$ cat src/rtl/serial_receiver_pkg.sv
// Shared types and constants for the serial frame receiver.
// Frame: 4-bit sync word, 4 data bits, 1 even-parity bit.
package serial_receiver_pkg;

    localparam int NIBBLE_W  = 4;
    localparam int ERR_CNT_W = 4;

    localparam logic [NIBBLE_W-1:0] SYNC_WORD_DEFAULT = 4'b1011;

    typedef enum logic [1:0] {
        HUNT   = 2'b00,
        DATA   = 2'b01,
        PARITY = 2'b10
    } state_t;

    // True when data plus parity bit carry an even number of ones.
    function automatic logic even_parity_ok(input logic [NIBBLE_W-1:0] d, input logic p);
        return ~(^d ^ p);
    endfunction

endpackage

$ cat src/rtl/serial_receiver_sync_detector.sv
// Sliding sync-word search window; match is a combinational strobe on the matching qualified bit.
// No backpressure: shifts only when the caller qualifies the bit.
module sync_detector
    import serial_receiver_pkg::*;
#(
    parameter logic [NIBBLE_W-1:0] SYNC_WORD = SYNC_WORD_DEFAULT
) (
    input  logic clk,
    input  logic rst,
    input  logic shift,
    input  logic clear,
    input  logic s_in,
    output logic match
);

    logic [NIBBLE_W-1:0] window;
    logic [NIBBLE_W-1:0] next_window;

    assign next_window = {window[NIBBLE_W-2:0], s_in};
    assign match       = shift && (next_window == SYNC_WORD);

    always_ff @(posedge clk or posedge rst) begin
        if (rst) begin
            window <= '0;
        end else if (clear) begin
            window <= '0;
        end else if (shift) begin
            window <= next_window;
        end
    end

endmodule

$ cat src/rtl/serial_receiver.sv
// Serial frame receiver: hunts for the sync word, collects 4 data bits, checks even parity.
// VALID/ERR are registered one-cycle pulses after the parity edge; ENB=0 freezes all frame state.
module serial_receiver
    import serial_receiver_pkg::*;
#(
    parameter logic [NIBBLE_W-1:0] SYNC_WORD = SYNC_WORD_DEFAULT
) (
    input  logic                 CLK,
    input  logic                 RESET,
    input  logic                 ENB,
    input  logic                 S_IN,
    input  logic                 DIR,
    output logic [NIBBLE_W-1:0]  Q,
    output logic                 VALID,
    output logic                 ERR,
    output logic                 LOCKED,
    output logic [ERR_CNT_W-1:0] ERR_CNT
);

    state_t              state;
    state_t              next_state;
    logic [1:0]          cnt;
    logic [NIBBLE_W-1:0] data;
    logic                dir_lat;
    logic                hunt_shift;
    logic                parity_edge;
    logic                sync_match;

    assign hunt_shift  = ENB && (state == HUNT);
    assign parity_edge = ENB && (state == PARITY);
    assign LOCKED      = (state == DATA) || (state == PARITY);

    // Window is cleared at the end of every frame so each frame needs its own sync.
    sync_detector #(.SYNC_WORD(SYNC_WORD)) u_sync (
        .clk   (CLK),
        .rst   (RESET),
        .shift (hunt_shift),
        .clear (parity_edge),
        .s_in  (S_IN),
        .match (sync_match)
    );

    always_ff @(posedge CLK or posedge RESET) begin
        if (RESET) begin
            state <= HUNT;
        end else begin
            state <= next_state;
        end
    end

    always_comb begin
        next_state = state;
        case (state)
            HUNT:    if (sync_match)              next_state = DATA;
            DATA:    if (ENB && (cnt == 2'd3))    next_state = PARITY;
            PARITY:  if (ENB)                     next_state = HUNT;
            default:                              next_state = HUNT;
        endcase
    end

    always_ff @(posedge CLK or posedge RESET) begin
        if (RESET) begin
            cnt     <= 2'd0;
            data    <= '0;
            dir_lat <= 1'b0;
            Q       <= '0;
            VALID   <= 1'b0;
            ERR     <= 1'b0;
            ERR_CNT <= '0;
        end else begin
            VALID <= 1'b0;
            ERR   <= 1'b0;
            if (ENB) begin
                case (state)
                    HUNT: begin
                        if (sync_match) begin
                            cnt     <= 2'd0;
                            dir_lat <= DIR;
                        end
                    end
                    DATA: begin
                        // Bit order is fixed by the DIR captured at sync time.
                        if (dir_lat) begin
                            data <= {data[NIBBLE_W-2:0], S_IN};
                        end else begin
                            data <= {S_IN, data[NIBBLE_W-1:1]};
                        end
                        cnt <= cnt + 2'd1;
                    end
                    PARITY: begin
                        if (even_parity_ok(data, S_IN)) begin
                            Q     <= data;
                            VALID <= 1'b1;
                        end else begin
                            ERR <= 1'b1;
                            if (ERR_CNT != '1) begin
                                ERR_CNT <= ERR_CNT + 1'b1;
                            end
                        end
                    end
                    default: begin
                        cnt <= 2'd0;
                    end
                endcase
            end
        end
    end

endmodule
$ cat config.mk
export PLATFORM = sky130hd
export DESIGN_NAME = serial_receiver
export DESIGN_NICKNAME = d
export VERILOG_FILES = /design/src/rtl/serial_receiver_pkg.sv /design/src/rtl/serial_receiver_sync_detector.sv /design/src/rtl/serial_receiver.sv
export SDC_FILE = /design/constraint.sdc
export NUM_CORES = 1
export LEC_CHECK = 0
export BUFFER_PORTS_ARGS = -buffer_cell sky130_fd_sc_hd__buf_2
export CORE_MARGIN = 1.5
export CORE_UTILIZATION = 34
export DETAILED_ROUTE_END_ITERATION = 16
export PLACE_DENSITY_LB_ADDON = 0.15
export SYNTH_ARGS = -nofsm -noshare
export SYNTH_HDL_FRONTEND = slang
export SYNTH_SLANG_ARGS = --single-unit
$ cat constraint.sdc
create_clock -name CLK -period 2.13 [get_ports CLK]
set_clock_uncertainty 0.2 [all_clocks]
set_input_delay 0.213 -clock CLK [delete_from_list [all_inputs] [get_ports CLK]]
set_output_delay 0.213 -clock CLK [all_outputs]
set_load 0.02 [all_outputs]
Yosys cells after proc, flatten, opt, wreduce, memory -nomap -nowiden. Index checks and enable logic that the tools add are counted.

Register bits after elaboration: 22. Latch bits: 0. Memory bits (writable): 0. Memory bits (read-only): 0. Input bits: 5. Output and inout port bits: 11. Memories: 0.

$add $sub $neg: 2. $mul: 0. Divide/modulo/power cells: 0. $lt $le $gt $ge: 0. Equal/unequal tests: 8. Shifts and indexed selects: 0. Multiplexer cells: 15. Bitwise logic cells: 3. Reduce and logical (&&, ||, !) cells: 14.

Operators by type and width (count): 2-bit case mux with 3 select lines (2); 3-bit AND reduction (4); 2-bit 2-to-1 mux (4); 1-bit 2-to-1 mux (6); 3-bit 2-to-1 mux (2); 4-bit by 1-bit adder with 4-bit output, second input constant (1); 2-bit == test, second input constant (2); 4-bit == test, second input constant (1); 1-bit logical AND (4); 4-bit 2-to-1 mux (1); 2-bit inequality test, second input constant (2); 4-bit inequality test, second input constant (1); 4-bit AND reduction (1); 4-bit parity (1); 2-bit by 1-bit adder with 2-bit output, second input constant (1); 2-bit by 1-bit == test with 1-bit output, second input constant (1); 2-bit zero test (1); 2-bit by 1-bit inequality test with 1-bit output, second input constant (1); 1-bit inverter (2); 2-bit AND reduction (1); 2-bit nonzero test (1); 1-bit logical OR (1); 1-bit XOR (1).

Longest topological paths before layout.
Depth in word-level cells: 5. Depth in mapped cells: 7. Mapped depth without buffers: 6.

Modules after synthesis. Synthesis repeated with hierarchy kept, for this count alone.

Cells, all modules: 101. Area total of the unflattened synthesis: 1106.1 sq um.

By module, submodules not included: serial_receiver (instances 1, cells each 89, area an instance 975.9 sq um); sync_detector (instances 1, cells each 12, area an instance 130.1 sq um).

Least setup slack after synthesis. No wires, ideal clock.

Kind: reg-to-reg. Start: register data[2]. End: register Q[2]. Library setup time: 125 ps. Arrival: 1582 ps. Data required time: 1805 ps. Setup slack: 223 ps. Cell stages (with the launch flop): 5. Clock period less this slack: 1907 ps. Path through: dfrtp_1 -> xnor3_2 -> xnor3_2 -> nor2_2 -> mux2_2.

Longest elaborated chain between the ends: 4.

RTL lines: start: declaration (RTL line serial_receiver.sv:23) `logic [NIBBLE_W-1:0] data;`; start signal: assignment (RTL line serial_receiver.sv:84) `data <= {data[NIBBLE_W-2:0], S_IN};`; start signal: assignment (RTL line serial_receiver.sv:86) `data <= {S_IN, data[NIBBLE_W-1:1]};`; 4-bit parity (RTL line serial_receiver_pkg.sv:18) `return ~(^d ^ p);`; 1-bit XOR (RTL line serial_receiver_pkg.sv:18); 1-bit inverter (no line); 3-bit AND reduction (no line); end signal: assignment (RTL line serial_receiver.sv:92) `Q <= data;`; end: declaration (RTL line serial_receiver.sv:13) `output logic [NIBBLE_W-1:0] Q,`.

Several ways; a longest one is shown, not always the timed one. A chain may end at the register's enable or synchronous reset.

Final worst setup path. Ends and elaborated chain as after synthesis.

==> impl_metrics.toml <==
[synthesis]
syn-num-nets = 113
ys.warnings.count = 0
synth-main-ff-cell = "dfrtp_1"
synth_edf_count = 0
synth_area_sq_mm = 0.001119
ys_ff_latch = 22
avgSynthCellArea_sq_um = 10.97
synthDistinctLibCells = 27
syn_inst = 102
synth-async-reset-ratio = 1.000
ys_seq_area_frac = 0.4922

[worst_setup_path]
crit_path_max_incr_delay_ps = 480
reg2reg_to = "Q[2]"
cp_max_fo = 5
start_kind = "flop"
crit_required_ps = 2140
r2r_slack_ps = 110
timing.setup.critical_path_class = "flop to flop"
crit_path_end_kind = "flop"
cp.arrival_ps = 2030
cpMaxStageDelayCell = "xnor3_2"
crit_path_cell_trace = "xnor3_2 -> xnor3_2 -> nor2_2 -> mux2_2"
r2r_cells = 4
crit_top_cell = "xnor3_2"
r2r_start = "data[2]"

[cells_and_area]
fill_cells = 302
synthToLayoutAreaGrowth_pct = 19.80
fin_util = 0.4354
final_cell_mix = "dfrtp_1, buf_2, nand2_1, o21ai_0, nor2_1"
layout_commonest_cell = "dfrtp_1"
layout.nets = 135
instances_no_fill = 167
drive_above_1_share = 0.2846
design_area_sq_mm = 0.001340
diodes = 0

[cts]
root_buffer = "clkbuf_4"
cts_resized = 0
cts_tree = "done"
h-tree-depth = 1
worstSkewPairLatency_ps = 310
clk_path_buf_depth = 2
clk_pin_slew_ps = 120
clkSinkCount = 22
cts_buffers = 3

[die]
die_height_um = 60.36
design.core.area_sq_mm = 0.003078
start_util = 0.3634
fp.dieW_um = 60.36
io_pins = 16
die_area_sq_mm = 0.003643
rows = 20

[sta]
tightest_slew_ps = 288.1
fmax_mhz = 495.0
layout_min_cycle_time_ps = 2020
min_period_over_period = 0.9485
setup_viol = 0
slew_violations = 0
hold_violations = 0
relSlewSlack = 0.8080
setup_slack_ps = 109.8
finalSetupTns_ps = 0
rsz0062_at_grt = "false"

[power]
p_leak_nw = 0.6634
pwr-share-clk = 0.178
net-switching-power_w = 0.0006572
vdd_drop_max_mv = 0.4212
p_int_w = 0.001144
cellPowerDensity_mw_per_mm2 = 1344
p_sw_frac = 0.3648
power_frac_seq = 0.371
pwr-share-comb = 0.450

[detailed_routing]
drc = 0
drtIter0Drc = 7
wl_per_cell_um = 12.31
vias = 779
firstDrtPassIters = 3
drt-total-wl_um = 2056
vias_per_cell = 4.665
detail-route-antenna-nets = 0

[place]
io_buffers = 15
hpwlAfterDp_um = 1502
dp_slack_ps = 102.8
dp_cells = 160
place_area_sq_mm = 0.001260
place.gp.congestion = 0.7974

[worst_hold_path]
worstHoldPathType = "input pin to flop"
holdCritStartpoint = "ENB"
hold_depth = 3
whs_endpoint = "Q[1]"

[global_route]
grt.total_usage = 0.1350
overflow = 0
antenna_found_initial = 0
grt_pass1_wl_um = 3594
grt_max_degree = 23
grt_pass1_vias = 793

[outcome]
status = "finished clean"

[run]
drv_cap = 0
## registers in the layout, indices dropped and copies added, names as in the netlist
name           count
ERR                1
Q                  4
ERR_CNT            4
state              2
u_sync.window      3
dir_lat            1
VALID              1
cnt                2
data               4
## power by group through the flow
stage / clock [W] / combinational (W) / sequential [W]
after global routing: 0.000348 / 0.000916 / 0.000689
after global placement: 0 / 0.000776 / 0.000676
after CTS: 0.000335 / 0.000810 / 0.000672
after floorplan: 0 / 0.000620 / 0.000685
after detailed placement: 0 / 0.000804 / 0.000681
final: 0.000321 / 0.000811 / 0.000669
## final cells by class
type | instances | area (sq um) | area share
multi-input combinational | 69 | 526.8 | 0.3931
clock inverter | 1 | 30.03 | 0.02241
tap | 44 | 55.05 | 0.04108
clock buffer | 3 | 22.52 | 0.01681
sequential | 22 | 550.5 | 0.4108
inverter | 6 | 22.52 | 0.01681
timing repair buffer | 22 | 132.6 | 0.09897
## worst max path at each step
stage             from  endpoint  cells after the start
4_1_cts        data[2]      Q[2]                      4
3_3_place_gp   data[2]      Q[3]                      4
6_report       data[2]      Q[2]                      4
5_1_grt        data[2]      Q[3]                      4
2_1_floorplan  data[2]      Q[2]                      4
3_5_place_dp   data[2]      Q[2]                      4
## cells in the mapped netlist (all sizes together) (4+ instances only)
master  count  area (sq um)
mux2        6         71.31
a31oi       4         25.02
clkbuf      5         18.77
ha          6         75.07
mux2i       5         50.05
dfrtp      22         550.5
a21oi       5         25.02
nor2        8         32.54
xnor2       4         35.03
nand2       8         32.54
inv         6         22.52
o21ai       7         35.03
## worst max-delay path, delay by kind of cell, from the launching register on
family                    cells  cell delay (ps)
and+or+nand+nor               1              180
xor gates and xnor gates      2              780
DFF                           1              410
muxes                         1              350
## per-stage QoR
| stage | hold slack (ps) | total power, W |
|---|---|---|
| 3_3_place_gp | 60.89 | 0.001451 |
| 6_report | 71.48 | 0.001801 |
| 5_1_grt | 113.1 | 0.001953 |
| 2_1_floorplan | 2.226 | 0.001305 |
| 3_5_place_dp | 64.03 | 0.001485 |
| 4_1_cts | 55.95 | 0.001817 |
## layer usage
layer  routed length [um]  global-route usage  up-vias
li1                     -                   -      390
met1                 1068              0.1940      375
met2                  912              0.2003       10
met3                   42             0.01919        4
met4                   33             0.06667        0
met5                    0                   0        -
## timing repair
| action | 4_1_cts | 5_1_grt |
|---|---|---|
| buffers inserted | 0 | 1 |
| hold buffers | 2 | 0 |
| endpoints found under the setup margin | 0 | 1 |
| endpoints found under the hold margin | 23 | 0 |
## kinds of logic after synthesis
kind of cell,count (synthesis),share of synthesized area
AOI/OAI and AO/OA,20,0.1074
xor gates and xnor gates,6,0.07383
adders and majority gates,6,0.06711
buffers and inverters,11,0.03691
DFF,22,0.4922
muxes,11,0.1085
and+or+nand+nor,26,0.1141
Note: power is estimated with default switching activity, not from simulation.
